## config.mk

```make
export PLATFORM = sky130hd
export DESIGN_NAME = channel_emu
export DESIGN_NICKNAME = d
export VERILOG_FILES = /design/src/rtl/channel_emu.sv
export SDC_FILE = /design/constraint.sdc
export NUM_CORES = 1
export LEC_CHECK = 0
export ABC_AREA = 0
export CORE_MARGIN = 1
export CORE_UTILIZATION = 52
export CTS_BUF_LIST = sky130_fd_sc_hd__clkbuf_8 sky130_fd_sc_hd__clkbuf_16
export CTS_CLUSTER_SIZE = 30
export DETAILED_ROUTE_END_ITERATION = 12
export GPL_ROUTABILITY_DRIVEN = 0
export PLACE_DENSITY = 0.68
export SLEW_MARGIN = 20
export SYNTH_ARGS = -nofsm -noshare
export SYNTH_HDL_FRONTEND = slang
export SYNTH_SLANG_ARGS = --single-unit
```

## constraint.sdc

```tcl
create_clock -name clk_16M384 -period 12.1 [get_ports clk_16M384]
set_clock_uncertainty 0.2 [all_clocks]
set_input_delay 1.21 -clock clk_16M384 [delete_from_list [all_inputs] [get_ports clk_16M384]]
set_output_delay 1.21 -clock clk_16M384 [all_outputs]
set_load 0.02 [all_outputs]
```

## src/rtl/channel_emu.sv

```systemverilog
// channel_emu: Tx->Rx loopback emulator: rotate -> gain -> offset(+noise) -> programmable sample delay.
// Define CHANNEL_EMU_NOISE_EN to build the per-rail LFSR noise source; otherwise NOISE_SHIFT is ignored.
module channel_emu #(
    parameter int          WIDTH       = 12,
    parameter int          DELAY_DEPTH = 16,
    parameter logic [15:0] SEED_I      = 16'hACE1,
    parameter logic [15:0] SEED_Q      = 16'h1D2B,
    localparam int         DW          = $clog2(DELAY_DEPTH)
) (
    input  logic                    clk_16M384,
    input  logic                    rst_16M384,
    input  logic signed [WIDTH-1:0] in_I,
    input  logic signed [WIDTH-1:0] in_Q,
    input  logic                    in_vld,
    input  logic [1:0]              ROT_CTRL,
    input  logic [3:0]              GAIN_NUM,
    input  logic signed [WIDTH-1:0] DC_OFFSET,
    input  logic [3:0]              NOISE_SHIFT,
    input  logic [DW-1:0]           DELAY_CNT,
    input  logic                    sat_clr,
    output logic signed [WIDTH-1:0] out_I,
    output logic signed [WIDTH-1:0] out_Q,
    output logic                    out_vld,
    output logic                    sat_flag
);
    localparam int STAGES = 3;
    localparam int EW     = WIDTH + 4;
    localparam logic signed [EW-1:0] MAXV = EW'((2 ** (WIDTH - 1)) - 1);
    localparam logic signed [EW-1:0] MINV = -MAXV - EW'(1);

    function automatic logic clips(input logic signed [EW-1:0] v);
        return (v > MAXV) || (v < MINV);
    endfunction

    function automatic logic signed [WIDTH-1:0] clamp(input logic signed [EW-1:0] v);
        if (v > MAXV) return MAXV[WIDTH-1:0];
        if (v < MINV) return MINV[WIDTH-1:0];
        return v[WIDTH-1:0];
    endfunction

    logic [STAGES:1]         vld_pipe;
    logic signed [WIDTH-1:0] s1_i, s1_q, s2_i, s2_q, s3_i, s3_q;

    // S1: quadrant rotation; only -MIN can overflow
    logic signed [EW-1:0]    neg_i, neg_q;
    logic signed [WIDTH-1:0] r1_i, r1_q;
    logic                    c1;
    assign neg_i = -EW'(in_I);
    assign neg_q = -EW'(in_Q);

    always_comb begin
        r1_i = in_I;
        r1_q = in_Q;
        c1   = 1'b0;
        case (ROT_CTRL)
            2'd1: begin r1_i = in_Q;         r1_q = clamp(neg_i); c1 = clips(neg_i); end
            2'd2: begin r1_i = clamp(neg_i); r1_q = clamp(neg_q); c1 = clips(neg_i) | clips(neg_q); end
            2'd3: begin r1_i = clamp(neg_q); r1_q = in_I;         c1 = clips(neg_q); end
            default: ;
        endcase
    end

    // S2: x*GAIN_NUM/4 with floor rounding
    logic signed [EW-1:0] gain, p_i, p_q;
    assign gain = EW'($signed({1'b0, GAIN_NUM}));
    assign p_i  = (EW'(s1_i) * gain) >>> 2;
    assign p_q  = (EW'(s1_q) * gain) >>> 2;

    // S3: offset plus noise, summed at full width before clamping
    logic signed [EW-1:0] n_i, n_q, y_i, y_q;
    assign y_i = EW'(s2_i) + EW'(DC_OFFSET) + n_i;
    assign y_q = EW'(s2_q) + EW'(DC_OFFSET) + n_q;

`ifdef CHANNEL_EMU_NOISE_EN
    logic [15:0] lfsr_i, lfsr_q;

    function automatic logic [15:0] lfsr_next(input logic [15:0] l);
        return {l[14:0], l[15] ^ l[13] ^ l[12] ^ l[10]};
    endfunction

    always_ff @(posedge clk_16M384) begin
        if (rst_16M384) begin
            lfsr_i <= SEED_I;
            lfsr_q <= SEED_Q;
        end else if (vld_pipe[2]) begin
            lfsr_i <= lfsr_next(lfsr_i);
            lfsr_q <= lfsr_next(lfsr_q);
        end
    end

    assign n_i = (NOISE_SHIFT == 4'd15) ? '0 : (EW'($signed(lfsr_i[WIDTH-1:0])) >>> NOISE_SHIFT);
    assign n_q = (NOISE_SHIFT == 4'd15) ? '0 : (EW'($signed(lfsr_q[WIDTH-1:0])) >>> NOISE_SHIFT);
`else
    logic unused_noise;
    assign unused_noise = ^NOISE_SHIFT;
    assign n_i = '0;
    assign n_q = '0;
`endif

    always_ff @(posedge clk_16M384) begin
        if (rst_16M384) begin
            vld_pipe <= '0;
            s1_i <= '0; s1_q <= '0;
            s2_i <= '0; s2_q <= '0;
            s3_i <= '0; s3_q <= '0;
        end else begin
            vld_pipe <= {vld_pipe[STAGES-1:1], in_vld};
            s1_i <= in_vld      ? r1_i       : '0;
            s1_q <= in_vld      ? r1_q       : '0;
            s2_i <= vld_pipe[1] ? clamp(p_i) : '0;
            s2_q <= vld_pipe[1] ? clamp(p_q) : '0;
            s3_i <= vld_pipe[2] ? clamp(y_i) : '0;
            s3_q <= vld_pipe[2] ? clamp(y_q) : '0;
        end
    end

    logic sat_set;
    assign sat_set = (in_vld & c1)
                   | (vld_pipe[1] & (clips(p_i) | clips(p_q)))
                   | (vld_pipe[2] & (clips(y_i) | clips(y_q)));

    always_ff @(posedge clk_16M384) begin
        if (rst_16M384)   sat_flag <= 1'b0;
        else if (sat_set) sat_flag <= 1'b1;
        else if (sat_clr) sat_flag <= 1'b0;
    end

    // Delay line: always written; a DELAY_CNT change drops everything except this cycle's write
    logic [DW-1:0]           wptr, dly_q, rptr;
    logic [DELAY_DEPTH-1:0]  mem_vld;
    logic signed [WIDTH-1:0] mem_i [DELAY_DEPTH];
    logic signed [WIDTH-1:0] mem_q [DELAY_DEPTH];
    logic                    dly_chg, rd_vld;

    assign dly_chg = (DELAY_CNT != dly_q);
    assign rptr    = wptr - DELAY_CNT;
    assign rd_vld  = mem_vld[rptr] & ~dly_chg;

    always_ff @(posedge clk_16M384) begin
        mem_i[wptr] <= s3_i;
        mem_q[wptr] <= s3_q;
    end

    always_ff @(posedge clk_16M384) begin
        if (rst_16M384) begin
            wptr    <= '0;
            dly_q   <= DELAY_CNT;
            mem_vld <= '0;
        end else begin
            wptr  <= wptr + DW'(1);
            dly_q <= DELAY_CNT;
            if (dly_chg) mem_vld <= '0;
            mem_vld[wptr] <= vld_pipe[3];
        end
    end

    always_ff @(posedge clk_16M384) begin
        if (rst_16M384) begin
            out_vld <= 1'b0;
            out_I   <= '0;
            out_Q   <= '0;
        end else if (DELAY_CNT == '0) begin
            out_vld <= vld_pipe[3];
            out_I   <= s3_i;
            out_Q   <= s3_q;
        end else begin
            out_vld <= rd_vld;
            out_I   <= rd_vld ? mem_i[rptr] : '0;
            out_Q   <= rd_vld ? mem_q[rptr] : '0;
        end
    end
endmodule

```

### Word-level counts from Yosys, hierarchy flattened

Memories as Yosys holds them, arrays and structs flattened.
Cells that the tools add are included.

* $add $sub $neg: 6
* $mul: 2
* div/mod/pow operators: 0
* magnitude comparators: 15
* equal/unequal tests: 4
* shifts and indexed selects: 0
* muxes and demuxes: 81
* bitwise gates (word level): 13
* reduce and logical (&&, ||, !) cells: 12

Operator list (number)
* $mux W12: 32
* $pmux W12 S3: 2
* $mux W1: 41
* $gt A16 B12 Y1 const B: 2
* $lt A16 B12 Y1 const B: 2
* $mul A12 B5 Y16: 2
* $mux W16: 2
* $neg A12 Y16: 2
* $gt A14 B12 Y1 const B: 2
* $lt A14 B12 Y1 const B: 2
* $add A12 B12 Y13: 2
* $gt A13 B12 Y1 const B: 2
* $lt A13 B12 Y1 const B: 2
* $bwmux W16: 1
* $lt A4 B5 Y1 const B: 2
* $logic_or A1 B1 Y1: 6
* $reduce_or A2 Y1: 3
* $or A1 B1 Y1: 5
* $add A4 B1 Y4 const B: 1
* $and A1 B1 Y1: 4
* $bmux W1 S4: 1
* $demux W1 S4: 1
* $eq A2 B2 Y1 const B: 2
* $ge A4 B1 Y1 const B: 1
* 8 further kinds: 11

* flip-flop bits (word level): 125
* latch bits: 0
* bits in writable memories: 384
* ROM bits: 0
* input bits: 54
* output and inout bits: 26
* logic and storage cells: 149
* memories kept: 2

Memory list
* mem_i: depth 16, width 12, read ports 1, clocked after Yosys merged registers in 0, wr ports 1, RTL line 131 `logic signed [WIDTH-1:0] mem_i [DELAY_DEPTH];`
* mem_q: depth 16, width 12, read ports 1, clocked after Yosys merged registers in 0, wr ports 1, RTL line 132 `logic signed [WIDTH-1:0] mem_q [DELAY_DEPTH];`

### Logic depth before layout (Yosys ltp)

Gate-level depths: netlist of the first run.

* depth in word-level cells: 9
* depth in mapped cells: 17
* depth with buffers taken out: 16

### Least setup slack after synthesis of the first run

OpenSTA, ideal clock, no wires.

* path type: input-to-reg
* start point: in GAIN_NUM[2]
* end point: reg s2_i[2]
* setup time: 0.059 ns
* arrival: 5.112 ns
* data required time: 11.841 ns
* slack: 6.728 ns
* stages: 17
* path buffers: 2
* cell sequence: clkbuf_1 -> and2_1 -> ha_1 -> fa_1 -> inv_1 -> fa_1 -> inv_1 -> ha_1 -> clkbuf_1 -> and3_1 -> a221o_1 -> or4_1 -> o211ai_1 -> or2_2 -> nand2b_1 -> nor2_1 -> a31o_2

* cells in the longest elaborated chain, start to end: 7
* elaborated cells on any way between the ends: 11
* those cells by class: 1 x mul; 2 x order compare; 8 x mux

RTL lines
* start: declaration: RTL line 16 `input logic [3:0] GAIN_NUM,`
* $mul A12 B5 Y16 *: RTL line 66 `assign p_i = (EW'(s1_i) * gain) >>> 2;`
* $lt A14 B12 Y1: RTL line 37 `if (v < MINV) return MINV[WIDTH-1:0];`
* $mux W1 (2 in series): RTL line 37
* $mux W1: RTL line 101 `if (rst_16M384) begin`
* $mux W12: RTL line 38 `return v[WIDTH-1:0];`
* $mux W12 *: RTL line 37
* end signal: assignment: RTL line 110 `s2_i <= vld_pipe[1] ? clamp(p_i) : '0;`
* end: declaration: RTL line 42 `logic signed [WIDTH-1:0] s1_i, s1_q, s2_i, s2_q, s3_i, s3_q;`

Mark *: on every way between the ends. The rest lies on a longest branch, timed or not. The select of a mux whose other input is x is not followed.
A chain may end at the register's enable or synchronous reset.

### Worst setup path in the final report of the first run

Same ends and word-level chain as after synthesis.

==> results_dict.tcl, run 1 <==
set metrics [dict create \
    maxCapViolations 0 \
    drtAntennaViolNets 0 \
    area_delta_synth_final_pct 13.0 \
    antenna_found_initial 4 \
    finalCritPeriodShare 0.515 \
    die_h_um 219 \
    rows 79 \
    io_buffers 75 \
    syn_area_mm2 0.0245 \
    cp_data_required_time_ns 12.43 \
    period_needed_ns 6.23 \
    grt_pass1_wl_um 85100 \
    routed_wirelength_um 54900 \
    cts-root-buf "clkbuf_16" \
    ctsHoldBuffers 0 \
    wl_per_cell_um 21.8 \
    worstSetupStartpointType "input port" \
    die_area_mm2 0.0479 \
    ioPinCount 80 \
    worst-setup-path-type "in -> reg" \
    first_pass_iters 5 \
    seq_area_frac_synth 0.574 \
    synthArstFlopShare 0 \
    vdd_drop_max_mv 0.135 \
    grtUsageTotal 0.237 \
    synth_nets 1983 \
    yosys_warnings 0 \
    grt_max_degree 61 \
    cts_tree "done" \
    powerDensity_mw_per_mm2 147 \
    pre_cts_ws_ns 5.30 \
    rsz0062_at_grt "no" \
    timing.final.max_slew_violations 0 \
    path_clk_slew_ns 0.06 \
    slowest_delay_ns 0.80 \
    synth-edff-count 384 \
    fmax_mhz 161 \
    dp.cells 2426 \
    cts_resized 0 \
    clockBufferDepth 3 \
    syn_avg_cell_area_um2 13.7 \
    synth_area_leader_cell "edfxtp_1" \
    relSlewSlack 0.256 \
    hp-class "reg -> reg" \
    setup_slack_ns 5.87 \
    setup_violations 0 \
    clk_latency_ns 0.59 \
    fin_tns_setup_ns 0 \
    tightest_slew_ns 1.12 \
    power_leakage_nw 10.3 \
    htreeDepth 2 \
    drc 0 \
    ys.flop_type "edfxtp_1" \
    setup.worst_path.end_class "register" \
    num_vias 14656 \
    grt_pass1_vias 14945 \
    ys_ff_latch 509 \
    core-area_mm2 0.0465 \
    drt-initial-drc-count 1142 \
    overflow 0 \
    hpwl_um 34800 \
    layout.nets 2066 \
    clock_sinks 509 \
    final_cells 2522 \
    drive_gt1_frac 0.125 \
    initial_core_util 0.527 \
    viasPerCell 5.81 \
    cts_buffers 51 \
    postCtsSetupRepairBufs 0 \
    power_mw 4.06 \
    yosys-top-cells-area "edfxtp_1 (47%), dfxtp_1 (10%), mux4_2 (9.9%)" \
    netlist.area_leader.share 0.471 \
    slowest_stage "clkdlybuf4s50_1" \
    dieWidth_um 219 \
    crit_fanout 24 \
    hold_violations 0 \
    netlist_instances 1789 \
    status "finished, final reports clean" \
    yosysUniqueCellTypes 63 \
    cp.arrival_ns 6.56 \
    path_cells "clkdlybuf4s50_1 > and2_1 > ha_1 > fa_1 > inv_1 > fa_1 > inv_1 > ha_1 > and3_1 > a221o_1 > or4_1 > o211ai_1 > nand2_1 > a21oi_1 > a31o_2" \
]
[worst max-delay path: cells and delay by family]
kind / cells / cell delay (ns)
adder cells (fa/ha/maj): 4 / 1.76
AO/OA/AOI/OAI: 4 / 1.61
AND/OR/NAND/NOR: 4 / 1.06
buffers and inverters: 3 / 0.89
[cells by family (layout without fill, tap and decap cells)]
kind of cell | Yosys count | count (layout) | synth area share
flops | 509 | 509 | 0.574
simple gates | 424 | 424 | 0.0867
compound gates | 282 | 282 | 0.0765
buf+inv | 213 | 338 | 0.0333
mux | 160 | 160 | 0.121
fa+ha+maj | 140 | 140 | 0.0873
xor+xnor | 61 | 61 | 0.0218
other cells | 0 | 1 | 0
[power by group]
part	switching, mW	internal, mW	leakage (nW)
logic	0.318	0.248	4.95
clock network	0.656	0.888	0.851
registers	0.0270	1.92	4.54
[layer usage]
metal  GRT usage  vias up  routed length [um]
met5           0        -                  48
met4      0.0891        6                1950
met3      0.0421       99                3210
met2       0.406      430               27300
met1       0.299     7310               22300
li1            -     6811                   -
[Yosys cell counts, drive strengths merged, types with 7 or more instances]
library cell,instances
edfxtp,384
nand3b,16
o21ai,52
a32oi,24
xnor2,33
dfxtp,125
ha,89
fa,51
nor2,85
o211ai,8
o22ai,9
or3,10
xor2,28
a211oi,17
or2,7
o31ai,7
nor2b,12
nand3,14
mux2i,52
buf,24
and3,10
nor3,25
and2,85
clkbuf,52
a21oi,79
inv,135
o21a,9
nand2b,16
a21o,25
nand2,128
mux4,108
[cell type report]
| cell class | count | area [um^2] |
|---|---|---|
| fillers | 3651 | 18800 |
| inverters | 137 | 514 |
| clock buffers | 58 | 1400 |
| clock inverters | 37 | 264 |
| multi-input cells | 1067 | 9690 |
| repair buffers | 106 | 978 |
| flip-flops and latches | 509 | 14000 |
| diodes | 1 | 2.50 |
| well taps | 607 | 759 |
[layout by cell type (no fill, tap or decap), types with 17 or more instances in the layout]
master	instances
ha_1	88
o21ai_0	52
edfxtp_1	384
a21oi_1	79
clkbuf_16	53
nor3_1	24
mux2i_1	52
a211oi_1	17
a21o_1	25
xnor2_1	32
fa_1	50
mux4_2	108
nor2_1	85
inv_1	147
buf_4	31
xor2_1	26
nand2_1	128
a32oi_1	24
dfxtp_1	125
and2_1	85
clkdlybuf4s50_1	74
[sequential cells by signal, indices dropped and copies added, names as in the netlist]
| signal | flops |
|---|---|
| out_I | 12 |
| s2_q | 12 |
| mem_q | 192 |
| s3_q | 12 |
| mem_i | 192 |
| mem_vld | 16 |
| s1_i | 12 |
| s1_q | 12 |
| out_vld | 1 |
| s2_i | 12 |
| vld_pipe | 3 |
| s3_i | 12 |
| sat_flag | 1 |
| dly_q | 4 |
| wptr | 4 |
| out_Q | 12 |
[path summary, 6_finish.rpt]
check                                  from          end  slack, ns  cells past startpoint
worst max-delay path            GAIN_NUM[2]      s2_i[2]       5.87                     15
worst min-delay path            mem_vld[12]  mem_vld[12]       0.29                      2
worst max register to register      s1_i[8]      s2_i[2]       7.15                     14
worst min register to register  mem_vld[12]  mem_vld[12]       0.29                      2
[metrics by stage]
step	utilization	hold slack [ns]	area, um^2
finish	0.595	0.293	27600
global route	0.595	0.303	27600
CTS	0.595	0.287	27600
detailed placement	0.559	0.276	26000
global placement	0.559	0.263	26000
floorplan	-	0.245	24500
Note: power is estimated with default switching activity, not from simulation.
==> inputs of run 2 (changes only) <==
Settings changed: PLACE_DENSITY 0.68 to 0.71.
Clock period 12.1 ns to 5.05 ns, I/O delays scaled along.
==> run 2 against run 1 <==
Against the previous run:
- register-to-register slack got worse by 6.6 ns
- critical path type unchanged
- non-clock buffer count is 52 higher
- critical path depth is 2 higher
==> results_dict.tcl, run 2 (synthesis results as in run 1) <==
set metrics [dict create \
    status "finished, final reports clean" \
    grtUsageTotal 0.230 \
    relSlewSlack 0.380 \
    finalCritPeriodShare 0.926 \
    cts_buffers 50 \
    initial_core_util 0.527 \
    crit_fanout 24 \
    htreeDepth 2 \
    layout_commonest_cell "edfxtp_1" \
    drc 0 \
    reg_top3 "mem_i (192), mem_q (192), mem_vld (16)" \
    r2r_setup_slack_ns 0.57 \
    crit_buf_inv 4 \
    maxCapViolations 0 \
    hold_violations 0 \
    dieWidth_um 219 \
    die_area_mm2 0.0479 \
    worst-setup-path-type "in -> reg" \
    io_buffers 75 \
    area_delta_synth_final_pct 14.7 \
    grt_pass1_wl_um 84100 \
    rsz0062_at_grt "no" \
    setup_violations 0 \
    hp-class "reg -> reg" \
    wl_per_cell_um 20.9 \
    powerDensity_mw_per_mm2 348 \
    clock_sinks 509 \
    path_clk_slew_ns 0.06 \
    fmax_mhz 214 \
    tightest_slew_ns 0.930 \
    worstSetupStartpointType "input port" \
    grt_max_degree 65 \
    routed_wirelength_um 53600 \
    met1_usage 0.299 \
    final_cells 2568 \
    path_cells "clkdlybuf4s50_1 > buf_12 > and2_1 > ha_1 > fa_1 > inv_1 > fa_1 > inv_1 > ha_1 > and3_1 > a221o_1 > or4_1 > o211ai_1 > nand2_1 > mux2i_1 > a31oi_1 > or3_1" \
    core-area_mm2 0.0465 \
    antenna_found_initial 2 \
    ctsHoldBuffers 0 \
    busiest_layer "met2" \
    viasPerCell 5.82 \
    clockBufferDepth 3 \
    drive_gt1_frac 0.144 \
    power_mw 9.76 \
    overflow 0 \
    drt-initial-drc-count 1167 \
    period_needed_ns 4.68 \
    timing.final.max_slew_violations 0 \
    rows 79 \
    vdd_drop_max_mv 0.255 \
    postCtsSetupRepairBufs 0 \
    globalRouteMet3Util 0.0327 \
    drtAntennaViolNets 0 \
    cts_tree "done" \
    grt_pass1_vias 15195 \
    use_met2 0.398 \
    hpwl_um 34700 \
    slowest_stage "fa_1" \
    antennaDiodeCount 0 \
    cp.arrival_ns 4.94 \
    clk_latency_ns 0.59 \
    place_area_mm2 0.0264 \
    ioPinCount 80 \
    power_leakage_nw 10.6 \
    layout_common_cells "edfxtp_1 (384), inv_1 (149), nand2_1 (128)" \
    die_h_um 219 \
    cp_data_required_time_ns 5.31 \
    cts_resized 0 \
    cts-root-buf "clkbuf_16" \
    num_vias 14933 \
    cp_top_family "adder cells" \
    final_area_mm2 0.0281 \
    slowest_delay_ns 0.54 \
    first_pass_iters 6 \
    layout.nets 2117 \
    dp.cells 2478 \
    setup.worst_path.end_class "register" \
]
## run 2: cell types whose count changed in the layout (fill, tap and decap cells not counted)
cell	change
clkbuf_8	-2
diode_2	-1
buf_12	+4
bufinv_16	+3
inv_1	+2
clkinv_8	+1
clkinvlp_4	-5
clkbuf_16	-3
inv_16	+1
buf_4	+48
clkinv_2	-5
clkinv_1	+3
## run 2: area by class of cell
cell class	count	area (um^2)
clock buffers	53	1290
clock inverters	37	347
fillers	3550	18400
inverters	137	514
multi-input cells	1067	9690
flip-flops and latches	509	14000
well taps	607	759
repair buffers	158	1420
## run 2: final timing paths
kind | from | endpoint | cells after the start
worst min-delay path | mem_vld[15] | mem_vld[15] | 2
worst max-delay path | GAIN_NUM[2] | sat_flag | 17
worst max register to register | s1_i[8] | sat_flag | 15
worst min register to register | mem_vld[15] | mem_vld[15] | 2
## run 2: worst reg2reg max path, stage by stage, from the launching register on
cell	delay (ns)
dfxtp_1	0.33
and2_1	0.17
ha_1	0.32
fa_1	0.54
inv_1	0.06
fa_1	0.52
inv_1	0.04
ha_1	0.30
and3_1	0.18
a221o_1	0.33
or4_1	0.43
o211ai_1	0.27
nand2_1	0.11
mux2i_1	0.17
a31oi_1	0.09
or3_1	0.31
## run 2: power by group
group	total (mW)	leakage, nW	switching (mW)	internal (mW)
logic	1.40	5.23	0.757	0.640
clock network	3.70	0.854	1.54	2.15
registers	4.67	4.54	0.0682	4.60
## run 2: through the flow
stage	setup WS [ns]	util	hold slack (ns)	TNS, ns
global route	0.144	0.604	0.300	0
CTS	0.394	0.604	0.289	0
floorplan	0.383	-	0.245	0
detailed placement	-0.225	0.569	0.270	-2.47
global placement	-0.186	0.569	0.260	-1.83
finish	0.372	0.604	0.291	0
## run 2: layer usage
layer / routed length (um) / part of all wire
met1: 21900 / 0.41
met2: 26800 / 0.50
met3: 3340 / 0.062
met4: 1490 / 0.028
met5: 27 / 0.00050
==> inputs of run 3 (changes only) <==
Settings changed: SKIP_CTS_REPAIR_TIMING set to 1, SLEW_MARGIN 20 to 25.
==> results of run 3 <==
Same layout as run 2: the final DEF is identical, and so are final timing and power.
